**config.mk**
```make
export PLATFORM = sky130hd
export DESIGN_NAME = mux16_sel_sequencer
export DESIGN_NICKNAME = d
export VERILOG_FILES = /design/src/rtl/mux16_sel_sequencer.sv
export SDC_FILE = /design/constraint.sdc
export NUM_CORES = 1
export LEC_CHECK = 0
export ABC_AREA = 1
export CAP_MARGIN = 20
export CORE_ASPECT_RATIO = 0.5
export CORE_UTILIZATION = 34
export DETAILED_ROUTE_END_ITERATION = 6
export GPL_TIMING_DRIVEN = 0
export PLACE_DENSITY = 0.61
export SYNTH_ARGS = -nofsm -noshare
export SYNTH_HDL_FRONTEND = slang
export SYNTH_SLANG_ARGS = --single-unit
```
**constraint.sdc**
```tcl
create_clock -name clk -period 2 [get_ports clk]
set_clock_uncertainty 0.1 [all_clocks]
set_input_delay 0.2 -clock clk [delete_from_list [all_inputs] [get_ports clk]]
set_output_delay 0.2 -clock clk [all_outputs]
set_load 0.005 [all_outputs]
```
**src/rtl/mux16_sel_sequencer.sv**
```systemverilog
// mux16_sel_sequencer
//   Upstream sequencer for a 16-to-1 mux stage. A 16-bit word is accepted over
//   a valid/ready handshake and held on the mux data bus. The mux select then
//   steps through all 16 positions. Each position is held for DWELL cycles
//   before the mux output is sampled. The sampled bits leave as a serial
//   stream with valid/last strobes.
//
// Parameters
//   DWELL      cycles each select value is held before sampling (1..15)
//   MSB_FIRST  0: mux_sel steps 0 -> 15, 1: mux_sel steps 15 -> 0
//
// Ports
//   clk        rising-edge clock
//   rst_n      asynchronous active-low reset
//   ld_data    word to serialize
//   ld_valid   ld_data valid
//   ld_ready   block can accept a word (IDLE)
//   abort      synchronous cancel of the current scan
//   mux_in     registered word driven to the mux data input
//   mux_sel    registered select driven to the mux
//   mux_out    mux output, combinational from mux_in/mux_sel
//   ser_data   sampled serial bit (holds when ser_valid is low)
//   ser_valid  one-cycle strobe, ser_data valid
//   ser_last   high with ser_valid on the 16th bit of a word
//   busy       high while scanning
module mux16_sel_sequencer #(
  parameter int DWELL     = 1,
  parameter bit MSB_FIRST = 1'b0
) (
  input  logic        clk,
  input  logic        rst_n,
  input  logic [15:0] ld_data,
  input  logic        ld_valid,
  output logic        ld_ready,
  input  logic        abort,
  output logic [15:0] mux_in,
  output logic [3:0]  mux_sel,
  input  logic        mux_out,
  output logic        ser_data,
  output logic        ser_valid,
  output logic        ser_last,
  output logic        busy
);

  typedef enum logic [0:0] {
    IDLE = 1'b0,
    SCAN = 1'b1
  } state_t;

  localparam logic [3:0] START_SEL  = MSB_FIRST ? 4'd15 : 4'd0;
  localparam logic [3:0] END_SEL    = MSB_FIRST ? 4'd0  : 4'd15;
  localparam logic [3:0] DWELL_LAST = 4'(DWELL - 1);

  state_t      state_r;
  state_t      state_s;
  logic [3:0]  dwell_cnt_r;
  logic [3:0]  dwell_cnt_s;
  logic [15:0] mux_in_s;
  logic [3:0]  mux_sel_s;
  logic        ser_data_s;
  logic        ser_valid_s;
  logic        ser_last_s;

  // Handshake and status are decoded straight from the registered state.
  assign ld_ready = (state_r == IDLE);
  assign busy     = (state_r == SCAN);

  // Next-state and next-output logic for the IDLE/SCAN scan controller.
  always_comb begin
    state_s     = state_r;
    dwell_cnt_s = dwell_cnt_r;
    mux_in_s    = mux_in;
    mux_sel_s   = mux_sel;
    ser_data_s  = ser_data;
    ser_valid_s = 1'b0;
    ser_last_s  = 1'b0;
    case (state_r)
      IDLE: begin
        if (ld_valid) begin
          mux_in_s    = ld_data;
          mux_sel_s   = START_SEL;
          dwell_cnt_s = 4'd0;
          state_s     = SCAN;
        end else begin
          state_s = IDLE;
        end
      end
      SCAN: begin
        // abort takes priority over a coinciding sample edge
        if (abort) begin
          state_s     = IDLE;
          mux_sel_s   = START_SEL;
          dwell_cnt_s = 4'd0;
        end else if (dwell_cnt_r == DWELL_LAST) begin
          ser_data_s  = mux_out;
          ser_valid_s = 1'b1;
          dwell_cnt_s = 4'd0;
          // the end index terminates the scan, so the select never wraps
          if (mux_sel == END_SEL) begin
            ser_last_s = 1'b1;
            state_s    = IDLE;
            mux_sel_s  = START_SEL;
          end else if (MSB_FIRST) begin
            mux_sel_s = mux_sel - 4'd1;
          end else begin
            mux_sel_s = mux_sel + 4'd1;
          end
        end else begin
          dwell_cnt_s = dwell_cnt_r + 4'd1;
        end
      end
      default: begin
        state_s     = IDLE;
        mux_sel_s   = START_SEL;
        dwell_cnt_s = 4'd0;
      end
    endcase
  end

  // State, mux drive and serial output registers.
  always_ff @(posedge clk or negedge rst_n) begin
    if (!rst_n) begin
      state_r     <= IDLE;
      dwell_cnt_r <= 4'd0;
      mux_in      <= 16'd0;
      mux_sel     <= START_SEL;
      ser_data    <= 1'b0;
      ser_valid   <= 1'b0;
      ser_last    <= 1'b0;
    end else begin
      state_r     <= state_s;
      dwell_cnt_r <= dwell_cnt_s;
      mux_in      <= mux_in_s;
      mux_sel     <= mux_sel_s;
      ser_data    <= ser_data_s;
      ser_valid   <= ser_valid_s;
      ser_last    <= ser_last_s;
    end
  end

endmodule

```
==> flow_metrics.tcl, run 1 <==
set metrics [dict create \
    first_pass_iteration_count_of_the_detailed_router 4 \
    hpwlAfterDp_um 2170 \
    vdd.ir_drop.worst_mv 0.284 \
    post_layout_min_period_ns 1.86 \
    clkPwrFrac_pct 22.7 \
    required_ns 1.70 \
    cts.htree.levels 1 \
    max_freq_mhz 537 \
    holdCritPathClass "in2reg" \
    critical_path_class "reg2out" \
    layout.cell_area.non_filler_um2 1870 \
    max_cap_violations 0 \
    sum_neg_setup_slack_ns 0 \
    layout_commonest_cell "sky130_fd_sc_hd__nand2_1" \
    horizontal_extent_of_the_die_um 89.0 \
    drt_wl_total_um 2860 \
    clock_latency_of_the_later_clocked_register_in_the_worst_skew_pair_ns 0.26 \
    num-nets-final 221 \
    least_margin_pin_slew_ns 0.748 \
    static-leakage-power_nw 0.914 \
    sequentialPowerShare_pct 46.9 \
    clock_tree.buffer_depth 2 \
    postRouteAntennaNets 0 \
    rows 15 \
    groute.usage.overall_pct 15.3 \
    outcome "finished, final reports clean" \
    global_route.overflow_total 0 \
    crit_path_end_kind "output port" \
    powerDensity_nw_per_um2 813 \
    instance_area_after_placement_um2 1810 \
    regToRegSetupSlack_ns 0.66 \
    port_buffers 44 \
    timing.final.setup_violations 0 \
    initial_utilization_pct 36.5 \
    drt_first_iter_violations 36 \
    io_pins 46 \
    worst_hold_slack_ns 0.108 \
    cp-start-kind "flop" \
    diodes 0 \
    root_buffer_cell "sky130_fd_sc_hd__clkbuf_8" \
    dpl.cell_count 242 \
    post_route_cells_drive_above_1_share_pct 10.7 \
    cts_made_buffers 3 \
    worstSetupEndpoint "ld_ready" \
    syn_area_per_cell_um2 8.82 \
    internal-power_mw 1.11 \
    grt_pass1_wl_um 4600 \
    worstPathMaxFanout 10 \
    grt_pass1_vias 1014 \
    cts.sink_count 28 \
    synth_register_bits 28 \
    antenna_found_initial 0 \
    postSynthNetCount 170 \
    layout-area-overhead-vs-synth_pct 45.2 \
    final-hold-violation-count 0 \
    r2r_start "dwell_cnt_r[0]" \
    report.final.slew_viol_count 0 \
    design.core.area_um2 3530 \
    grt_max_degree 16 \
    vias_per_cell 4.51 \
    timing.slew.headroom_pct 50.0 \
    critPathLaunch "busy" \
    synthCells 146 \
    worst-r2r-cell-count 7 \
    final_weighted_congestion_in_routability_driven_placement 0.729 \
    tritoncts_clock_tree "yes" \
    synth_seq_area_share_pct 54.4 \
    die_h_um 45.5 \
    net_switching_fraction_of_the_power_pct 27.0 \
    crit_arrival_ns 1.56 \
    mappedNetlistArea_um2 1290 \
    switchingPower_uw 411 \
    clk_pin_slew_worst_paths_ns 0.10 \
    route.detailed.wl_per_inst_um 11.6 \
    rsz0062_at_grt "no" \
    critical_path.reg2reg.endpoint "mux_sel[0]" \
    synthDistinctLibCells 19 \
    finish.cell_count_without_fillers 247 \
    vias 1113 \
    final_min_period_over_clock_period_pct 93.2 \
    ys.warnings.count 0 \
    design.die.area_um2 4050 \
    post-route-drc-count 0 \
    final_cell_mix "sky130_fd_sc_hd__nand2_1, sky130_fd_sc_hd__clkdlybuf4s50_1, sky130_fd_sc_hd__dfrtp_1" \
    power.combinational.fraction_pct 30.4 \
]
-- area by class of cell --
type                            count  area [um^2]
Buffer                              5         50.0
Multi-Input combinational cell    103          499
Fill cell                         366         1660
Timing Repair Buffer               46          463
Inverter                           10         37.5
Tap cell                           51         63.8
Sequential cell                    28          701
Clock buffer                        4         55.1
-- registers in the layout, indices dropped and copies added, names as in the netlist --
| name | cells |
|---|---|
| ser_last | 1 |
| ser_valid | 1 |
| busy | 1 |
| dwell_cnt_r | 4 |
| ser_data | 1 |
| mux_sel | 4 |
| mux_in | 16 |
-- critical path, stage by stage, from the launching register on --
cell and delay [ns]:
sky130_fd_sc_hd__dfrtp_1 0.40, sky130_fd_sc_hd__inv_2 0.09, sky130_fd_sc_hd__buf_6 0.16, sky130_fd_sc_hd__buf_6 0.15, sky130_fd_sc_hd__clkdlybuf4s50_1 0.50
-- layer usage --
layer  GRT usage (%)  up-vias  routed length [um]
met3            3.80        2                  88
met4            2.86        0                  19
li1                -      559                   -
met1            19.6      532                1400
met2            26.9       20                1360
met5               0        -                   0
-- power groups by stage --
stage | Combinational, mW | Sequential (mW) | Clock [mW]
floorplan | 0.164 | 0.733 | 0
global placement | 0.447 | 0.724 | 0
detailed placement | 0.460 | 0.729 | 0
CTS | 0.462 | 0.718 | 0.360
global route | 0.512 | 0.725 | 0.380
finish | 0.462 | 0.713 | 0.345
-- kinds of logic after synthesis --
kind of cell,after synthesis,synth area share (%)
simple gates,95,33.6
flops,28,54.4
buf+inv,15,6.80
compound gates,4,1.55
fa+ha+maj,3,2.92
xor+xnor,1,0.680
-- synthesized netlist by cell type --
cell type | instances | area share (%)
sky130_fd_sc_hd__dfrtp_1 | 28 | 54
sky130_fd_sc_hd__inv_1 | 8 | 2.3
sky130_fd_sc_hd__nor2_2 | 2 | 0.97
sky130_fd_sc_hd__o21ai_0 | 2 | 0.78
sky130_fd_sc_hd__nand3_2 | 1 | 0.78
sky130_fd_sc_hd__a21oi_1 | 1 | 0.39
sky130_fd_sc_hd__o21ai_1 | 1 | 0.39
sky130_fd_sc_hd__inv_2 | 2 | 0.58
sky130_fd_sc_hd__xor2_1 | 1 | 0.68
sky130_fd_sc_hd__nor2_4 | 1 | 0.87
sky130_fd_sc_hd__nor2_1 | 4 | 1.2
sky130_fd_sc_hd__nand4_1 | 3 | 1.5
sky130_fd_sc_hd__nand2_2 | 3 | 1.5
sky130_fd_sc_hd__nand2_8 | 1 | 1.6
sky130_fd_sc_hd__buf_2 | 1 | 0.39
sky130_fd_sc_hd__nand3_1 | 21 | 8.2
sky130_fd_sc_hd__ha_1 | 3 | 2.9
sky130_fd_sc_hd__buf_6 | 4 | 3.5
sky130_fd_sc_hd__nand2_1 | 59 | 17
-- worst min-delay path by stage --
stage / from / endpoint / slack, ns / cells past startpoint
after floorplan: rst_n / busy / -0.20 / 0
after global placement: mux_in[2] / mux_in[2] / 0.35 / 2
after detailed placement: mux_in[5] / mux_in[5] / 0.36 / 2
after CTS: ld_valid / mux_in[0] / 0.1 / 3
after global routing: ld_valid / mux_in[0] / 0.10 / 3
final: ld_valid / mux_in[0] / 0.11 / 3
-- metrics by stage --
stage               utilization [%]  setup slack (ns)  total power [mW]
CTS                            52.8            0.0686              1.54
global placement               50.8             0.148              1.17
detailed placement             51.2             0.380              1.19
floorplan                         -             0.811             0.897
finish                         53.0             0.137              1.52
global route                   53.0            0.0561              1.62
-- timing repair --
| item | in CTS | in global routing |
|---|---|---|
| resized for setup | 0 | 0 |
| hold buffers | 0 | 0 |
| endpoints found under the setup margin | 0 | 1 |
| setup buffers | 0 | 1 |
(Power assumes the default switching activity.)
==> inputs of run 2 (changes only) <==
--- a/config.mk
+++ b/config.mk
@@ -10,7 +10,7 @@
 export CORE_ASPECT_RATIO = 0.5
 export CORE_UTILIZATION = 34
 export DETAILED_ROUTE_END_ITERATION = 6
-export GPL_TIMING_DRIVEN = 0
+export GPL_TIMING_DRIVEN = 1
 export PLACE_DENSITY = 0.61
 export SYNTH_ARGS = -nofsm -noshare
 export SYNTH_HDL_FRONTEND = slang
==> constraint.sdc (replaced) <==
create_clock -name clk -period 1.8 [get_ports clk]
set_clock_uncertainty 0.1 [all_clocks]
set_input_delay 0.18 -clock clk [delete_from_list [all_inputs] [get_ports clk]]
set_output_delay 0.18 -clock clk [all_outputs]
set_load 0.005 [all_outputs]
==> flow_metrics.tcl, run 2 (synthesized netlist as in run 1, its figures left out) <==
set metrics [dict create \
    post-route-drc-count 0 \
    max_freq_mhz 590 \
    drt_wl_total_um 2720 \
    layout_top_registers "mux_in (16), dwell_cnt_r (4), mux_sel (4)" \
    crit_buf_inv 2 \
    vdd.ir_drop.worst_mv 0.313 \
    clk_pin_slew_worst_paths_ns 0.09 \
    critical_path_class "reg2out" \
    cts_hold_buffers 0 \
    layout-area-overhead-vs-synth_pct 41.2 \
    regToRegSetupSlack_ns 0.48 \
    required_ns 1.52 \
    final_cell_mix "sky130_fd_sc_hd__nand2_1, sky130_fd_sc_hd__clkdlybuf4s50_1, sky130_fd_sc_hd__dfrtp_1" \
    critical_path.reg2reg.endpoint "mux_sel[2]" \
    clock_tree.buffer_depth 2 \
    antenna_found_initial 0 \
    outcome "finished, final reports clean" \
    groute.usage.overall_pct 14.9 \
    post_layout_min_period_ns 1.69 \
    report.final.slew_viol_count 0 \
    root_buffer_cell "sky130_fd_sc_hd__clkbuf_8" \
    global_route.overflow_total 0 \
    crit_path_max_incr_delay_ns 0.54 \
    num-nets-final 218 \
    cp-start-kind "flop" \
    clock_latency_of_the_later_clocked_register_in_the_worst_skew_pair_ns 0.27 \
    design.die.area_um2 4050 \
    cts_made_buffers 3 \
    crit_path_end_kind "output port" \
    grt_pass1_wl_um 4440 \
    postRouteAntennaNets 0 \
    cts.htree.levels 1 \
    route.detailed.wl_per_inst_um 11.2 \
    vias 1087 \
    worst-r2r-cell-count 7 \
    io_pins 46 \
    diodes 0 \
    critical_path.top_delay_family "buffers and inverters" \
    drt_first_iter_violations 33 \
    timing.final.setup_violations 0 \
    cts.sink_count 28 \
    post_route_cells_drive_above_1_share_pct 8.33 \
    crit_slowest_cell "sky130_fd_sc_hd__clkdlybuf4s50_1" \
    crit_arrival_ns 1.41 \
    horizontal_extent_of_the_die_um 89.0 \
    rows 15 \
    static-leakage-power_nw 0.885 \
    final-hold-violation-count 0 \
    grt_pass1_vias 962 \
    holdCritPathClass "in2async" \
    r2r_start "dwell_cnt_r[0]" \
    vias_per_cell 4.47 \
    largest_register "mux_in" \
    final_weighted_congestion_in_routability_driven_placement 0.694 \
    grt_max_degree 29 \
    rsz0062_at_grt "no" \
    final_standard_cell_utilization_of_the_core_pct 51.5 \
    final_min_period_over_clock_period_pct 94.1 \
    port_buffers 45 \
    die_h_um 45.5 \
    initial_utilization_pct 36.5 \
    powerDensity_nw_per_um2 881 \
    worstPathMaxFanout 10 \
    design.core.area_um2 3530 \
    tritoncts_clock_tree "yes" \
    sum_neg_setup_slack_ns 0 \
    largest_register_ffs 16 \
    layout_commonest_cell "sky130_fd_sc_hd__nand2_1" \
    worst_hold_slack_ns 0.176 \
    hpwlAfterDp_um 2070 \
    timing.slew.headroom_pct 76.5 \
    first_pass_iteration_count_of_the_detailed_router 4 \
    least_margin_pin_slew_ns 0.353 \
    max_cap_violations 0 \
    critical_path.cell_chain "inv_4 > clkdlybuf4s50_1" \
]
run 2: worst max-delay path by stage:
stage / start / endpoint / cells after the start
CTS: busy / ld_ready / 2
global route: busy / ld_ready / 2
floorplan: dwell_cnt_r[0] / mux_sel[2] / 7
global placement: ld_valid / mux_sel[2] / 6
finish: busy / ld_ready / 2
detailed placement: busy / ld_ready / 2
run 2: repair_timing:
item,in CTS,in global routing
resized for setup,0,1
setup endpoints to repair,0,1
setup buffers,0,0
run 2: worst register-to-register path: stages (launching register included):
cell and delay, ns:
sky130_fd_sc_hd__dfrtp_1 0.44, sky130_fd_sc_hd__inv_1 0.08, sky130_fd_sc_hd__ha_1 0.19, sky130_fd_sc_hd__nand2_2 0.10, sky130_fd_sc_hd__nand2_2 0.11, sky130_fd_sc_hd__nand2_2 0.08
sky130_fd_sc_hd__nand2_1 0.07, sky130_fd_sc_hd__nand2_1 0.05
run 2: where the power goes:
part           switching [mW]  total (mW)  internal (mW)
logic                   0.194       0.477          0.284
registers              0.0649       0.797          0.732
clock network           0.177       0.327          0.150
run 2: per-stage QoR:
step	power [mW]	instance area, um^2	cells	setup WS [ns]
after global routing	1.72	1820	243	0.0285
after detailed placement	1.30	1770	240	0.321
final	1.60	1820	243	0.106
after global placement	1.29	1770	240	0.341
after CTS	1.63	1820	243	0.0173
after floorplan	0.997	1290	146	0.611
run 2: metal layers:
layer	track usage (%)	vias to the layer above	part of all wire (%)
met5	0	-	0
met4	3.81	0	0.88
met3	3.80	2	4.0
met2	25.2	21	49
met1	19.5	506	46
li1	-	558	-
run 2: cell type report:
class,instances,area [um^2]
timing repair buffer,48,473
sequential,28,701
tap,51,63.8
inverter,10,40.0
multi-input combinational,103,499
fill,353,1710
clock buffer,3,41.3
==> patch 1 (flow settings as in run 1) <==
The parameter `MSB_FIRST` goes from 1'b0 to 1'b1.
--- a/src/rtl/mux16_sel_sequencer.sv
+++ b/src/rtl/mux16_sel_sequencer.sv
@@ -25,7 +25,7 @@
 //   busy       high while scanning
 module mux16_sel_sequencer #(
   parameter int DWELL     = 1,
-  parameter bit MSB_FIRST = 1'b0
+  parameter bit MSB_FIRST = 1'b1
 ) (
   input  logic        clk,
   input  logic        rst_n,
Check against the original RTL: not equivalent (a bounded check fails within 4 cycles, from zero or initial values and one cycle with rst_n low).
==> patch 1 against run 1 <==
Wire length shrank 19%; sequential cell count did not move; cell area shrank 0.87%; combinational power grew 25%; via count down 21%; area after synthesis down 3.7%; critical path type unchanged; setup slack improved by 0.19 ns; total power increased by 17%.
==> patch 1: results (changes against run 1) <==
Run status
  – Status: complete, no violations

Detailed routing
  – Total wire length: 2331 microns (-19%)
  – Vias/cell: 4.261 (-5.4%)
  – Routed wl met3: 90 microns (+2.3%)
  – Top sig layer: met4
  – Wire length on met1: 1064 microns (-24%)
  – Pre-antenna DRT Iters: 6 (+2)
  – WL met2: 1152 microns (-15%)
  – Wire per inst: 11.26 microns (-2.8%)
  – DR iter-0 viols: 32 (-11%)

Logic synthesis
  – Asr flop ratio synth: 100.0% (unchanged)
  – Synthesis Warnings: 0 (unchanged)
  – Synth top area cells: dfrtp_1 (48%), mux2_4 (11%), dfstp_2 (8.5%)
  – Synth cell types: 19 (unchanged)
  – Post-synth top cells: dfrtp_1 (24), nand2_1 (20), inv_1 (12)
  – Sequential area share after synthesis: 56.91% (+2.5 points)
  – Syn nets: 130 (-24%)
  – Syn Area/Cell: 11.70 sq um (+33%)

Finish
  – Layout cell share with drive strength beyond 1: 18.59% (+7.9 points)
  – Biggest regs: mux_in: 16 flops, dwell_cnt_r: 4 flops, mux_sel: 4 flops
  – Inverters, non-clock: 13 (+3)
  – Fin nets: 181 (-18%)
  – Signal buffers share of area: 26.87% (-0.57 points)
  – Multi-input combinational cell count: 64 (-38%)
  – ClkCell Share: 3.849% (+0.90 points)
  – Filler cell count: 331 (-9.6%)
  – Area of the multi-input gates: 465.4 sq um (-6.8%)
  – # diodes: 0 (unchanged)
  – Register share of the cell area: 38.08% (+0.60 points)
  – Non-clock buffers: 47 (-7.8%)

Global routing
  – Global-route wire length before repair: 3705 microns (-19%)
  – Met2 Use GR: 22.19% (-4.7 points)
  – Initial antenna violation count: 0 (unchanged)
  – Met1 Resource Use GR: 16.16% (-3.4 points)
  – Met3 Use GR: 4.022% (+0.22 points)
  – Number of global-route vias before repair: 807 (-20%)
  – Largest net degree at the start of global routing: 20 (+4)
  – GRT Util Overall: 12.96% (-2.3 points)
  – Most used routing layer: met2

Worst setup path
  – R2R cell count: 8 (+1)
  – CP Max Fanout: 6 (-4)
  – Worst path max stage delay: 0.59 ns (+0.09 ns)
  – CP top delay family: flip-flops
  – Max stage delay cell, worst path: dfstp_2

Placement
  – Number of I/O port buffers: 45 (+2.3%)
  – Hpwl dp: 1743 microns (-20%)
  – Routability Congestion: 0.7551 (+3.6%)
  – # placed instances: 203 (-16%)

Timing
  – Slew of the pin with the lowest slew margin: 0.5258 ns (-0.2221 ns)

Clocking
  – Total CTS buffers: 3 (unchanged)
  – CTS max path bufs: 2 (unchanged)
  – CTS Root Cell: clkbuf_8
  – Post-CTS Resized: 0 (unchanged)
  – Worst-Skew Late Latency: approximately 0.27 ns
  – Clock sinks: 28 (unchanged)
  – Number of setup buffers added after CTS: 0 (unchanged)
  – Worst-path clk slew: 0.09 ns

Min path
  – Min-Delay Path Class: primary input to asynchronous set/reset pin

Pwr
  – Lkg Pwr: 0.8602 nW (-5.9%)
  – Max IR drop VDD: 0.0002869 V (+0.92%)
patch 1: changes by cell type in the layout (fill, tap and decap cells not counted), sizes merged, moves of 4 or more:
cell / change
nand2: -42
nand3: -19
mux2: +16
buf: -5
dfrtp: -4
dfstp: +4
patch 1: cells by family (layout without fill, tap and decap cells):
| logic type | count (synthesis) | after routing | synth area share (%) |
|---|---|---|---|
| fa+ha+maj | 3 | 3 | 3.028 |
| mux | 16 | 16 | 17.26 |
| flops | 28 | 28 | 56.91 |
| xor+xnor | 2 | 2 | 1.413 |
| compound gates | 7 | 7 | 3.028 |
| buf+inv | 14 | 64 | 5.549 |
| simple gates | 36 | 36 | 12.81 |
patch 1: final timing paths:
path / endpoint / startpoint / slack, ns
worst max register to register: mux_sel[3] / mux_sel[0] / 0.60
max in group asynchronous: mux_sel[0] / rst_n / 1.08
min in group clk: ser_data / mux_out / 0.38
worst min register to register: ser_data / ser_data / 0.39
worst min-delay path: mux_in[15] / rst_n / 0.16
worst max-delay path: mux_sel[3] / mux_sel[3] / 0.33
patch 1: power by group:
group	switching, mW	leakage, nW	internal [mW]
logic	0.186	0.488	0.390
clock network	0.172	0.0357	0.268
registers	0.0688	0.337	0.698
patch 1: per-stage QoR:
stage | instance area (sq um) | total power [mW] | setup WS [ns] | hold slack, ns
detailed placement | 1782 | 1.360 | 0.4296 | 0.3738
floorplan | 1240 | 1.012 | 0.6833 | -0.1956
CTS | 1853 | 1.809 | 0.3123 | 0.1729
finish | 1853 | 1.781 | 0.3259 | 0.1644
global route | 1853 | 1.896 | 0.2745 | 0.1939
global placement | 1754 | 1.340 | 0.1642 | 0.3643
==> patch 2 (config.mk and constraints of run 1) <==
Made on the original files. Make the reset (`rst_n`) synchronous in one clocked block. Comments in the files are not updated.
--- a/src/rtl/mux16_sel_sequencer.sv
+++ b/src/rtl/mux16_sel_sequencer.sv
@@ -118,7 +118,7 @@
   end
 
   // State, mux drive and serial output registers.
-  always_ff @(posedge clk or negedge rst_n) begin
+  always_ff @(posedge clk) begin
     if (!rst_n) begin
       state_r     <= IDLE;
       dwell_cnt_r <= 4'd0;
Check against the original RTL: differs if rst_n is asserted again (counterexample within 4 cycles, from zero or initial values and one cycle with rst_n low); with rst_n held inactive, the same outputs for 10 cycles.
==> patch 2 against run 1 <==
The flow now finishes with violations (DRC); sequential cell count unchanged; setup slack better by 0.29 ns; area after synthesis is 9.5% lower; via count down 9.1%; final cell count is 4.5% lower; fmax rose by 18%; critical path type unchanged; cell area fell by 8.0%; largest cell class unchanged; wire length down 12%.
Power is not compared: it rests on default switching activity, and its combinational part moved more than twofold at a synthesized area within 25%.
==> patch 2: results (changes against run 1) <==
Run status
  – Status: complete, but fails checks
  – Failing checks: DRC

Clocking
  – CTS max path bufs: 2 (unchanged)
  – CTS Root Cell: clkbuf_8
  – Number of setup buffers added after CTS: 0 (unchanged)
  – Total CTS buffers: 3 (unchanged)
  – Worst-Skew Late Latency: roughly 0.27 ns

Global routing
  – Number of global-route vias before repair: 886 (-13%)
  – Global-route wire length before repair: 4236 microns (-7.8%)
  – GRT Util Overall: 15.19% (-0.069 points)
  – Largest net degree at the start of global routing: 16 (unchanged)

Logic synthesis
  – Synth top area cells: dfxtp_1 (48%), nor2_1 (14%), o21ai_0 (7.3%)
  – Syn nets: 171 (+0.59%)
  – Post-synth top cells: nor2_1 (43), dfxtp_1 (28), o21ai_0 (17)
  – Synth cell types: 22 (+3)
  – Syn Area/Cell: 7.924 sq um (-10%)
  – Most common cell in the netlist: nor2_1
  – Asr flop ratio synth: 0% (-100 points)
  – Sequential area share after synthesis: 48.12% (-6.3 points)

Detailed routing
  – Drt drc: 5 (+5)
  – Wire per inst: 10.72 microns (-7.4%)
  – Total wire length: 2531 microns (-12%)
  – Vias/cell: 4.288 (-4.8%)
  – Pre-antenna DRT Iters: 7 (+3)
  – DR iter-0 viols: 55 (+53%)

Worst setup path
  – Worst path max stage delay: 0.52 ns (+0.02 ns)
  – Max stage delay cell, worst path: clkdlybuf4s50_1
  – CP Max Fanout: 3 (-7)
  – Arrival time worst endpoint: 1.28 ns (-0.28 ns)

Finish
  – Area of the multi-input gates: 526.8 sq um (+5.5%)
  – Filler cell count: 319 (-13%)
  – Layout cell share with drive strength beyond 1: 10.20% (-0.51 points)

Pwr
  – Logic pwr share: a little under a fifth

Min path
  – Min-Delay Path Class: register to register

Placement
  – Hpwl dp: 1963 microns (-9.5%)
  – Area after DPL: 0.001665 sq mm (-7.8%)
  – # placed instances: 232 (-4.1%)
  – Routability Congestion: 0.7923 (+8.7%)
  – Number of I/O port buffers: 45 (+2.3%)
  – Setup Slack @ Placement: 0.3952 ns (+0.01521 ns)

Timing
  – Relative slew slack: 70.47% (+20 points)
## patch 2: final cells by class
type                            count  share of cell area [%]
Inverter                           12                   2.764
Multi-Input combinational cell    103                   30.62
Tap cell                           40                   2.909
Sequential cell                    28                   32.58
Clock buffer                        4                   3.200
Timing Repair Buffer               45                   26.18
Buffer                              4                   1.745
## patch 2: kinds of logic (layout without fill, tap and decap cells)
group / after synthesis / count (layout) / share of synthesized area [%]
buf+inv: 16 / 65 / 6.660
flops: 28 / 28 / 48.12
fa+ha+maj: 3 / 3 / 3.223
xor+xnor: 3 / 3 / 2.256
simple gates: 77 / 77 / 30.50
compound gates: 20 / 20 / 9.237
## patch 2: worst max-delay path, delay by kind of cell (launching register included)
kind | cells | cell delay [ns]
buffers and inverters | 2 | 0.66
DFF | 1 | 0.34
## patch 2: power by group through the flow
stage	Clock, mW	Sequential (mW)	Combinational, mW
6_report	0.339	0.609	0.223
5_1_grt	0.386	0.615	0.249
4_1_cts	0.358	0.610	0.227
3_5_place_dp	0	0.623	0.226
3_3_place_gp	0	0.622	0.224
2_1_floorplan	0	0.625	0.0954
## patch 2: path summary, 6_finish.rpt
kind                  startpoint    endpoint  slack [ns]  cells after the start
setup reg to reg  dwell_cnt_r[0]  mux_sel[0]        0.71                      8
hold / removal        mux_in[15]  mux_in[15]        0.39                      2
hold reg to reg       mux_in[15]  mux_in[15]        0.39                      2
setup / recovery            busy    ld_ready        0.42                      2
## patch 2: routing by layer
layer	global-route usage, %	vias to the layer above	routed length (microns)
met3	4.952	0	143
met4	5.085	0	0
met2	23.74	24	1105
met1	20.29	429	1282
li1	-	559	-
met5	0	-	0
